[config.mk]
export PLATFORM = sky130hd
export DESIGN_NAME = fifo_wr_ctrl
export DESIGN_NICKNAME = d
export VERILOG_FILES = /design/src/rtl/fifo_ctrl_pkg.sv /design/src/rtl/delay_cnt.sv /design/src/rtl/fifo_wr_ctrl.sv
export SDC_FILE = /design/constraint.sdc
export NUM_CORES = 1
export LEC_CHECK = 0
export CAP_MARGIN = 20
export CELL_PAD_IN_SITES_DETAIL_PLACEMENT = 1
export CELL_PAD_IN_SITES_GLOBAL_PLACEMENT = 1
export CORE_MARGIN = 4
export CORE_UTILIZATION = 42
export CTS_CLUSTER_SIZE = 25
export DETAILED_ROUTE_END_ITERATION = 6
export GPL_TIMING_DRIVEN = 0
export PLACE_DENSITY = 0.86
export SYNTH_ARGS = -nofsm -noshare
export SYNTH_HDL_FRONTEND = slang
export SYNTH_HIERARCHICAL = 1
export SYNTH_SLANG_ARGS = --single-unit
[constraint.sdc]
create_clock -name clk -period 5.1 [get_ports clk]
set_input_delay 0.51 -clock clk [delete_from_list [all_inputs] [get_ports clk]]
set_output_delay 0.51 -clock clk [all_outputs]
set_load 0.005 [all_outputs]
[src/rtl/fifo_ctrl_pkg.sv]
// Shared definitions for the dual-clock FIFO test-path controllers.
// The read controller, the write controller and the top level all use this package.
package fifo_ctrl_pkg;

    typedef enum logic [1:0] {
        IDLE   = 2'd0,
        SETTLE = 2'd1,
        WRITE  = 2'd2
    } ctrl_state_t;

    localparam int FIFO_DEPTH   = 256;
    localparam int FIFO_DATA_W  = 8;
    localparam int SETTLE_CNT_W = 4;

    // The settle counter is a down-counter that expires at zero, so an
    // N-cycle wait preloads N-1.
    function automatic logic [SETTLE_CNT_W-1:0] settle_preload(input int cyc);
        if (cyc <= 0) begin
            return '0;
        end
        return SETTLE_CNT_W'(cyc - 1);
    endfunction

endpackage

[src/rtl/delay_cnt.sv]
// Generic down-counter. Loading sets the count; it then decrements to zero
// and holds there, with expired high at zero.
module delay_cnt #(
    parameter int W = 4
) (
    input  logic         clk,
    input  logic         rst,
    input  logic         load,
    input  logic [W-1:0] load_val,
    output logic         expired
);

    logic [W-1:0] cnt;

    always_ff @(posedge clk) begin
        if (rst) begin
            cnt <= '0;
        end else if (load) begin
            cnt <= load_val;
        end else if (cnt != '0) begin
            cnt <= cnt - W'(1);
        end
    end

    assign expired = (cnt == '0);

endmodule

[src/rtl/fifo_wr_ctrl.sv]
// Write-side FIFO test controller: waits for empty, settles, then fills the
// FIFO with an incrementing pattern until full and hands it to the reader.
module fifo_wr_ctrl
    import fifo_ctrl_pkg::*;
#(
    parameter int                DATA_W     = FIFO_DATA_W,
    parameter logic [DATA_W-1:0] START_VAL  = '0,
    parameter int                SETTLE_CYC = 3,
    parameter int                LEN_W      = 9
) (
    input  logic              clk,
    input  logic              rst,
    input  logic              en,
    input  logic              wr_full,
    input  logic              wr_empty,
    output logic              wr_req,
    output logic [DATA_W-1:0] wr_data,
    output logic              busy,
    output logic              burst_done,
    output logic [LEN_W-1:0]  burst_len
);

    localparam logic [SETTLE_CNT_W-1:0] SETTLE_LOAD = settle_preload(SETTLE_CYC);

    ctrl_state_t      state;
    ctrl_state_t      state_nxt;
    logic             start_ok;
    logic             settle_load;
    logic             settle_done;
    logic             word_clr;
    logic             end_burst;
    logic [LEN_W-1:0] word_cnt;

    // Full overrides empty, so an illegal full+empty never starts a burst.
    assign start_ok = en & wr_empty & ~wr_full;

    delay_cnt #(
        .W (SETTLE_CNT_W)
    ) u_settle (
        .clk      (clk),
        .rst      (rst),
        .load     (settle_load),
        .load_val (SETTLE_LOAD),
        .expired  (settle_done)
    );

    always_ff @(posedge clk) begin
        if (rst) begin
            state <= IDLE;
        end else begin
            state <= state_nxt;
        end
    end

    always_comb begin
        state_nxt   = state;
        settle_load = 1'b0;
        word_clr    = 1'b0;
        end_burst   = 1'b0;
        wr_req      = 1'b0;
        busy        = 1'b0;
        unique case (state)
            IDLE: begin
                if (start_ok) begin
                    if (SETTLE_CYC == 0) begin
                        state_nxt = WRITE;
                        word_clr  = 1'b1;
                    end else begin
                        state_nxt   = SETTLE;
                        settle_load = 1'b1;
                    end
                end
            end
            SETTLE: begin
                busy = 1'b1;
                if (settle_done) begin
                    state_nxt = WRITE;
                    word_clr  = 1'b1;
                end
            end
            WRITE: begin
                busy   = 1'b1;
                wr_req = ~wr_full;
                if (wr_full) begin
                    state_nxt = IDLE;
                    end_burst = 1'b1;
                end
            end
            default: begin
                state_nxt = IDLE;
            end
        endcase
    end

    // Data runs on across bursts; the word count restarts on each WRITE
    // entry and saturates rather than wrapping.
    always_ff @(posedge clk) begin
        if (rst) begin
            wr_data    <= START_VAL;
            word_cnt   <= '0;
            burst_len  <= '0;
            burst_done <= 1'b0;
        end else begin
            burst_done <= end_burst;
            if (end_burst) begin
                burst_len <= word_cnt;
            end
            if (wr_req) begin
                wr_data <= wr_data + DATA_W'(1);
            end
            if (word_clr) begin
                word_cnt <= '0;
            end else if (wr_req && (word_cnt != '1)) begin
                word_cnt <= word_cnt + LEN_W'(1);
            end
        end
    end

endmodule

==> results of run 1 <==
==> logic make-up after synthesis <==
group	share of synthesized area, %
adders and majority gates	6.568
and+or+nand+nor	27.01
buffers and inverters	3.530
DFF	43.35
muxes	1.396
other	0.4928
AOI/OAI and AO/OA	14.20
xor gates and xnor gates	3.448
==> sequential cells by signal, summed over array words and instances (netlist names) <==
signal and cells:
burst_len 9, word_cnt 9, wr_data 8, u_settle/cnt 4, state 2, burst_done 1
==> power breakdown <==
group | switching (uW) | total, uW | internal [uW]
Combinational | 47.5 | 101 | 53.9
Clock | 92.9 | 145 | 52.5
Sequential | 11.6 | 281 | 269
==> cells in the final DEF (no fill, tap or decap), types with 4 or more instances in the layout <==
cell type | netlist | final
sky130_fd_sc_hd__dfxtp_1 | 33 | 33
sky130_fd_sc_hd__ha_1 | 8 | 8
sky130_fd_sc_hd__o31ai_1 | 6 | 6
sky130_fd_sc_hd__clkbuf_4 | 0 | 5
sky130_fd_sc_hd__clkdlybuf4s50_1 | 0 | 23
sky130_fd_sc_hd__a21oi_1 | 22 | 22
sky130_fd_sc_hd__or4_1 | 5 | 5
sky130_fd_sc_hd__inv_1 | 9 | 9
sky130_fd_sc_hd__nand2_1 | 31 | 31
sky130_fd_sc_hd__clkbuf_1 | 4 | 5
sky130_fd_sc_hd__xnor2_1 | 6 | 6
sky130_fd_sc_hd__or3_1 | 5 | 5
sky130_fd_sc_hd__conb_1 | 2 | 4
sky130_fd_sc_hd__nor2_1 | 7 | 7
sky130_fd_sc_hd__o21ai_0 | 5 | 5
==> path summary, 6_finish.rpt <==
check	start	endpoint	slack, ns	cells after the start
worst max-delay path	state[0]	wr_req	2.50	5
worst min-delay path	burst_len[8]	burst_len[8]	0.46	2
worst max register to register	word_cnt[0]	word_cnt[6]	3.05	7
worst min register to register	burst_len[8]	burst_len[8]	0.46	2
==> layer usage <==
layer  track usage [%]  part of all wire [%]  wire length, um
met3             4.598                   3.3              129
met5                 0                     0                0
met2             34.06                    51             1992
met4             8.189                   1.9               74
met1             21.03                    43             1682
==> synthesized netlist by cell type (2+ instances only) <==
master / n / share of area, %
sky130_fd_sc_hd__a21oi_1: 22 / 7.2
sky130_fd_sc_hd__nand2_1: 31 / 7.6
sky130_fd_sc_hd__xnor2_1: 6 / 3.4
sky130_fd_sc_hd__or3_1: 5 / 2.1
sky130_fd_sc_hd__nor2_1: 7 / 1.7
sky130_fd_sc_hd__or4_1: 5 / 2.5
sky130_fd_sc_hd__nor2b_1: 3 / 1.2
sky130_fd_sc_hd__ha_1: 8 / 6.6
sky130_fd_sc_hd__nor3_1: 3 / 0.98
sky130_fd_sc_hd__inv_1: 9 / 2.2
sky130_fd_sc_hd__clkbuf_1: 4 / 0.98
sky130_fd_sc_hd__nand4b_1: 2 / 1.1
sky130_fd_sc_hd__o21ai_0: 5 / 1.6
sky130_fd_sc_hd__o22ai_1: 2 / 0.82
sky130_fd_sc_hd__nand4_1: 2 / 0.82
sky130_fd_sc_hd__nor3b_1: 2 / 0.98
sky130_fd_sc_hd__nand2b_1: 3 / 1.2
sky130_fd_sc_hd__dfxtp_1: 33 / 43
sky130_fd_sc_hd__nand3_1: 3 / 0.98
sky130_fd_sc_hd__nand3b_1: 2 / 0.98
sky130_fd_sc_hd__conb_1: 2 / 0.49
sky130_fd_sc_hd__o31ai_1: 6 / 3.0
==> worst max-delay path, delay by kind of cell, from the launching register on <==
kind                     cells  cell delay, ns
buffers and inverters        3            0.87
adder cells (fa/ha/maj)      1            0.31
AND/OR/NAND/NOR              1            0.22
flip-flops                   1            0.35
==> cell type report <==
type / instances / area share [%]
clock buffer: 6 / 2.207
timing repair buffer: 23 / 12.31
sequential: 33 / 35.32
multi-input combinational: 133 / 43.68
buffer: 5 / 1.070
inverter: 9 / 1.806
clock inverter: 2 / 0.5351
tap: 46 / 3.077
==> metrics by stage <==
step / area, um^2 / instances / utilization [%] / setup WS [ns] / total power (uW)
final: 1871 / 257 / 54.76 / 2.498 / 527.8
after CTS: 1871 / 257 / 54.76 / 2.470 / 533.4
after global placement: 1819 / 249 / 53.26 / 2.905 / 378.2
after floorplan: 1531 / 180 / - / 3.264 / 364.0
after global routing: 1871 / 257 / 54.76 / 2.287 / 558.6
after detailed placement: 1819 / 249 / 53.26 / 2.874 / 387.4
==> metrics.csv, run 1 <==
stage;metric;value;unit
status;status;completed;
final_layout;seqCellArea;660.6;um^2
floorplanning;die_x;68.24;um
clock_tree;cts-buffers-inserted;5;
worst_setup_path;worstSetupEndpointType;primary output;
detailed_routing;route.detailed.wl_per_inst;15.09;um
sta;fin_crit;2.602;ns
final_layout;area_growth;22.74;%
clock_tree;post_cts_resized;0;
worst_setup_path;critical_path.most_common_cell;sky130_fd_sc_hd__inv_1;
global_route;track_usage;18.96;%
sta;grt_setup_unrepaired;false;
floorplanning;initial_utilization;44.62;%
floorplanning;die_h;68.24;um
detailed_routing;detail_route.iter0.violations;69;
synth;synth_flop_cell;sky130_fd_sc_hd__dfxtp_1;
sta;timing.fmax;384.3;MHz
synth;ys_ff_latch;33;
final_layout;multiInputGateArea;817.0;um^2
global_route;grt_max_degree;11;
synth;syn-cell-area;1524;um^2
synth;syn_area_per_cell;8.562;um^2
final_layout;fraction_of_final_layout_cells_with_drive_strength_greater_than_1;6.635;%
floorplanning;core_area;3416;um^2
sta;post-route-period-util;51.02;%
floorplanning;die_area;4656;um^2
clock_tree;clock_latency;0.34;ns
floorplanning;floorplan.rows;21;
sta;fin_worst_skew;0.004102;ns
placement;placement.io_buffers;23;
sta;timing_hold_violations_final;0;
placement;place_hpwl;2.981;mm
sta;final_number_of_max_transition_violations;0;
detailed_routing;drt-pass1-iter-count;4;
worst_setup_path;critical_path_required;4.59;ns
detailed_routing;postRouteAntennaNets;0;
synth;postSynth.asyncResetShare;0;%
worst_setup_path;slowest_delay;0.54;ns
floorplanning;boundaryPins;25;
detailed_routing;number_of_remaining_drc_errors;0;
worst_setup_path;worstSetupPathType;reg -> out;
worst_setup_path;cp_max_fo;8;
clock_tree;clock_sinks;33;
clock_tree;postCtsHoldBufs;0;
global_route;grt_pass1_vias;1438;
clock_tree;clock_tree_from_tritoncts;built;
detailed_routing;avgViaCountPerCell;5.323;
power_and_ir_drop;p_leak;0.0006330;uW
power_and_ir_drop;powerDensity;282.2;nW/um^2
detailed_routing;finalWirelength;3.879;mm
synth;ys.warnings.count;6;
final_layout;antenna_cells_inserted;0;
final_layout;final_net_count;223;
power_and_ir_drop;vdd.ir_drop.worst;136.6;uV
worst_setup_path;arrival_time_at_the_worst_endpoint;2.09;ns
worst_setup_path;critical_path.startpoint_type;flip-flop;
run;maxCapViolCount;0;
global_route;grt.overflow.total;0;
clock_tree;h-tree-depth;2;
synth;netlist_instances;178;
synth;synth_enable_flop_cells;0;
placement;gpl.final_weighted_congestion;0.7530;
global_route;grt_antenna_before_repair;0;
clock_tree;clk_path_buf_depth;2;
worst_setup_path;slowest_cell_on_crit_path;sky130_fd_sc_hd__clkdlybuf4s50_1;
synth;synth-seq-area-share;43.35;%
detailed_routing;num_vias;1368;
clock_tree;post_cts.repair.setup_buffers;0;
min_path;hold_class;reg -> reg;
worst_setup_path;cells_along_the_critical_path;inv_1 > ha_1 > nand2b_1 > inv_1 > clkdlybuf4s50_1;
final_layout;fillCellCount;425;
global_route;global_route_wire_length_before_repair;6.479;mm
sta;final.hold.worst_slack;0.4613;ns
clock_tree;ctsRootBufferMaster;sky130_fd_sc_hd__clkbuf_4;
sta;finalSetupViolCount;0;
clock_tree;clk_pin_slew_worst_paths;0.10;ns
synth;ys_types;35;
sta;fin_tns_setup;0;ns
Note: power is estimated with default switching activity, not from simulation.
==> run 2: changes to the inputs <==
--- a/config.mk
+++ b/config.mk
@@ -9,11 +9,11 @@
 export CELL_PAD_IN_SITES_DETAIL_PLACEMENT = 1
 export CELL_PAD_IN_SITES_GLOBAL_PLACEMENT = 1
 export CORE_MARGIN = 4
-export CORE_UTILIZATION = 42
+export CORE_UTILIZATION = 35
 export CTS_CLUSTER_SIZE = 25
 export DETAILED_ROUTE_END_ITERATION = 6
 export GPL_TIMING_DRIVEN = 0
-export PLACE_DENSITY = 0.86
+export PLACE_DENSITY = 0.77
 export SYNTH_ARGS = -nofsm -noshare
 export SYNTH_HDL_FRONTEND = slang
 export SYNTH_HIERARCHICAL = 1
==> constraint.sdc (replaced) <==
create_clock -name clk -period 2.26 [get_ports clk]
set_input_delay 0.226 -clock clk [delete_from_list [all_inputs] [get_ports clk]]
set_output_delay 0.226 -clock clk [all_outputs]
set_load 0.005 [all_outputs]
==> metrics.csv, run 2 (same netlist as run 1, synthesis figures left out) <==
stage;metric;value;unit
sta;final.hold.worst_slack;0.4130;ns
placement;placement.setup.worst_slack;0.2420;ns
worst_setup_path;worstSetupStartpoint;state[0];
sta;grt_setup_unrepaired;false;
worst_setup_path;worstSetupPathType;reg -> out;
worst_setup_path;internal_reg_to_reg_setup_slack;0.26;ns
global_route;grt.overflow.total;0;
floorplanning;die_x;73.99;um
sta;timing_hold_violations_final;0;
detailed_routing;number_of_remaining_drc_errors;0;
detailed_routing;avgViaCountPerCell;5.238;
power_and_ir_drop;share_clk_of_total_power;33.8;%
clock_tree;clock_latency;0.29;ns
power_and_ir_drop;power_dissipated_by_switching_net_loads;365.0;uW
sta;final_number_of_max_transition_violations;0;
clock_tree;post_cts.repair.setup_buffers;0;
power_and_ir_drop;vdd.ir_drop.worst;193.5;uV
min_path;hold_class;in -> reg;
placement;placed_cells;253;
final_layout;area_growth;25.70;%
power_and_ir_drop;p_int;941.3;uW
status;status;completed;
power_and_ir_drop;powerDensity;681.9;nW/um^2
placement;placement.io_buffers;23;
worst_setup_path;r2r_end;word_cnt[6];
placement;gpl.final_weighted_congestion;0.7784;
final_layout;antenna_cells_inserted;0;
floorplanning;die_area;5474;um^2
final_layout;final_net_count;223;
detailed_routing;drt-pass1-iter-count;4;
global_route;grt_pass1_vias;1473;
worst_setup_path;worstSetupEndpointType;primary output;
final_layout;fraction_of_final_layout_cells_with_drive_strength_greater_than_1;8.531;%
worst_setup_path;critical_path.endpoint;wr_req;
sta;fin_worst_skew;0.004260;ns
clock_tree;ctsRootBufferMaster;sky130_fd_sc_hd__clkbuf_8;
power_and_ir_drop;p_leak;0.0006418;uW
worst_setup_path;cp_max_fo;8;
floorplanning;floorplan.rows;23;
floorplanning;core_area;4115;um^2
global_route;grt_max_degree;12;
detailed_routing;route.detailed.wl_per_inst;14.66;um
detailed_routing;detail_route.iter0.violations;36;
clock_tree;cts-buffers-inserted;5;
final_layout;most_common_cell_after_layout_fill_and_taps_aside;sky130_fd_sc_hd__dfxtp_1;
floorplanning;initial_utilization;37.03;%
detailed_routing;finalWirelength;3.826;mm
worst_setup_path;arrival_time_at_the_worst_endpoint;1.85;ns
sta;fin_crit;2.074;ns
clock_tree;clk_pin_slew_worst_paths;0.07;ns
sta;timing.fmax;482.1;MHz
power_and_ir_drop;pwr-share-comb;17.6;%
sta;post-route-period-util;91.79;%
sta;finalSetupViolCount;0;
worst_setup_path;regToRegStartpoint;word_cnt[0];
worst_setup_path;critical_path_required;2.03;ns
clock_tree;clk_path_buf_depth;2;
sta;fin_tns_setup;0;ns
worst_setup_path;critical_path.startpoint_type;flip-flop;
global_route;global_route_wire_length_before_repair;6.624;mm
final_layout;fillCellCount;512;
floorplanning;boundaryPins;25;
power_and_ir_drop;swShare;27.94;%
placement;place_hpwl;2.893;mm
run;maxCapViolCount;0;
power_and_ir_drop;seqPwrFrac;48.6;%
final_layout;reg_top3;burst_len: 9 flops, word_cnt: 9 flops, wr_data: 8 flops;
clock_tree;clock_sinks;33;
final_layout;mostFrequentLayoutCells;33 x sky130_fd_sc_hd__dfxtp_1, 31 x sky130_fd_sc_hd__nand2_1, 23 x sky130_fd_sc_hd__clkdlybuf4s50_1;
sta;setup_ws;0.1856;ns
final_layout;finish.cell_count_without_fillers;261;
detailed_routing;num_vias;1367;
detailed_routing;postRouteAntennaNets;0;
clock_tree;clock_tree_from_tritoncts;built;
worst_setup_path;r2r.worst_path.cells;7;
global_route;track_usage;15.93;%
floorplanning;die_h;73.99;um
final_layout;finish.utilization;46.55;%
global_route;grt_antenna_before_repair;0;
clock_tree;h-tree-depth;2;
==> run 2: cell count changes in the layout (fill, tap and decap cells not counted) <==
cell	previous run	this run
sky130_fd_sc_hd__clkbuf_4	5	0
sky130_fd_sc_hd__ha_2	0	1
sky130_fd_sc_hd__ha_1	8	7
sky130_fd_sc_hd__inv_1	9	8
sky130_fd_sc_hd__nand2b_2	0	1
sky130_fd_sc_hd__nand2b_1	3	2
sky130_fd_sc_hd__clkbuf_1	5	4
sky130_fd_sc_hd__inv_2	0	1
sky130_fd_sc_hd__clkinvlp_4	0	1
sky130_fd_sc_hd__clkbuf_8	0	5
==> run 2: how the worst min path moves through the flow <==
stage | to | cells after the start | slack (ns) | start
2_1_floorplan | u_settle/cnt[2] | 1 | 0.31 | rst
3_3_place_gp | burst_len[6] | 2 | 0.44 | burst_len[6]
3_5_place_dp | burst_len[4] | 2 | 0.46 | burst_len[4]
4_1_cts | word_cnt[8] | 4 | 0.42 | wr_full
5_1_grt | word_cnt[8] | 4 | 0.46 | wr_full
6_report | word_cnt[8] | 4 | 0.41 | wr_full
==> run 2: per-stage QoR <==
stage          cell area [um^2]  total power (uW)
6_report                   1916              1306
5_1_grt                    1916              1383
4_1_cts                    1913              1320
3_5_place_dp               1824             874.9
3_3_place_gp               1824             854.1
2_1_floorplan              1531             821.5
==> run 2: layout make-up <==
class | instances | area, um^2 | area share [%]
Multi-Input combinational cell | 133 | 822.0 | 42.91
Sequential cell | 33 | 660.6 | 34.49
Timing Repair Buffer | 23 | 230.2 | 12.02
Clock buffer | 5 | 68.82 | 3.592
Tap cell | 50 | 62.56 | 3.266
Inverter | 9 | 33.78 | 1.764
Buffer | 5 | 20.02 | 1.045
Clock inverter | 3 | 17.52 | 0.9144
==> run 2: what timing repair did <==
action,4_1_cts,5_1_grt
gates resized for setup,1,2
hold endpoints to repair,0,0
setup endpoints to repair,1,1
pin swaps,0,0
hold buffers,0,0
==> run 2: worst max-delay path, cell delays in order (launching register included) <==
cell and delay, ns:
sky130_fd_sc_hd__dfxtp_1 0.34, sky130_fd_sc_hd__inv_1 0.11, sky130_fd_sc_hd__ha_2 0.29, sky130_fd_sc_hd__nand2b_2 0.15, sky130_fd_sc_hd__inv_2 0.15, sky130_fd_sc_hd__clkdlybuf4s50_1 0.52
==> run 2: power by group through the flow <==
stage | logic [uW] | registers (uW) | clock network [uW]
6_report | 230 | 635 | 442
5_1_grt | 259 | 638 | 486
4_1_cts | 230 | 635 | 455
3_5_place_dp | 226 | 649 | 0
3_3_place_gp | 210 | 644 | 0
2_1_floorplan | 180 | 642 | 0
==> run 2: per-layer routing <==
layer / vias up / GRT usage, % / share of wire, %
met5: - / 0 / 0
met4: 0 / 7.243 / 1.7
met3: 6 / 5.135 / 3.7
met2: 22 / 27.56 / 52
met1: 660 / 17.77 / 43
li1: 679 / - / -
==> run 3: changes to the inputs <==
--- a/config.mk
+++ b/config.mk
@@ -10,6 +10,7 @@
 export CELL_PAD_IN_SITES_GLOBAL_PLACEMENT = 1
 export CORE_MARGIN = 4
 export CORE_UTILIZATION = 35
+export CTS_CLUSTER_DIAMETER = 150
 export CTS_CLUSTER_SIZE = 25
 export DETAILED_ROUTE_END_ITERATION = 6
 export GPL_TIMING_DRIVEN = 0
==> results of run 3 <==
Final layout, timing and power as in run 2 (identical DEF).
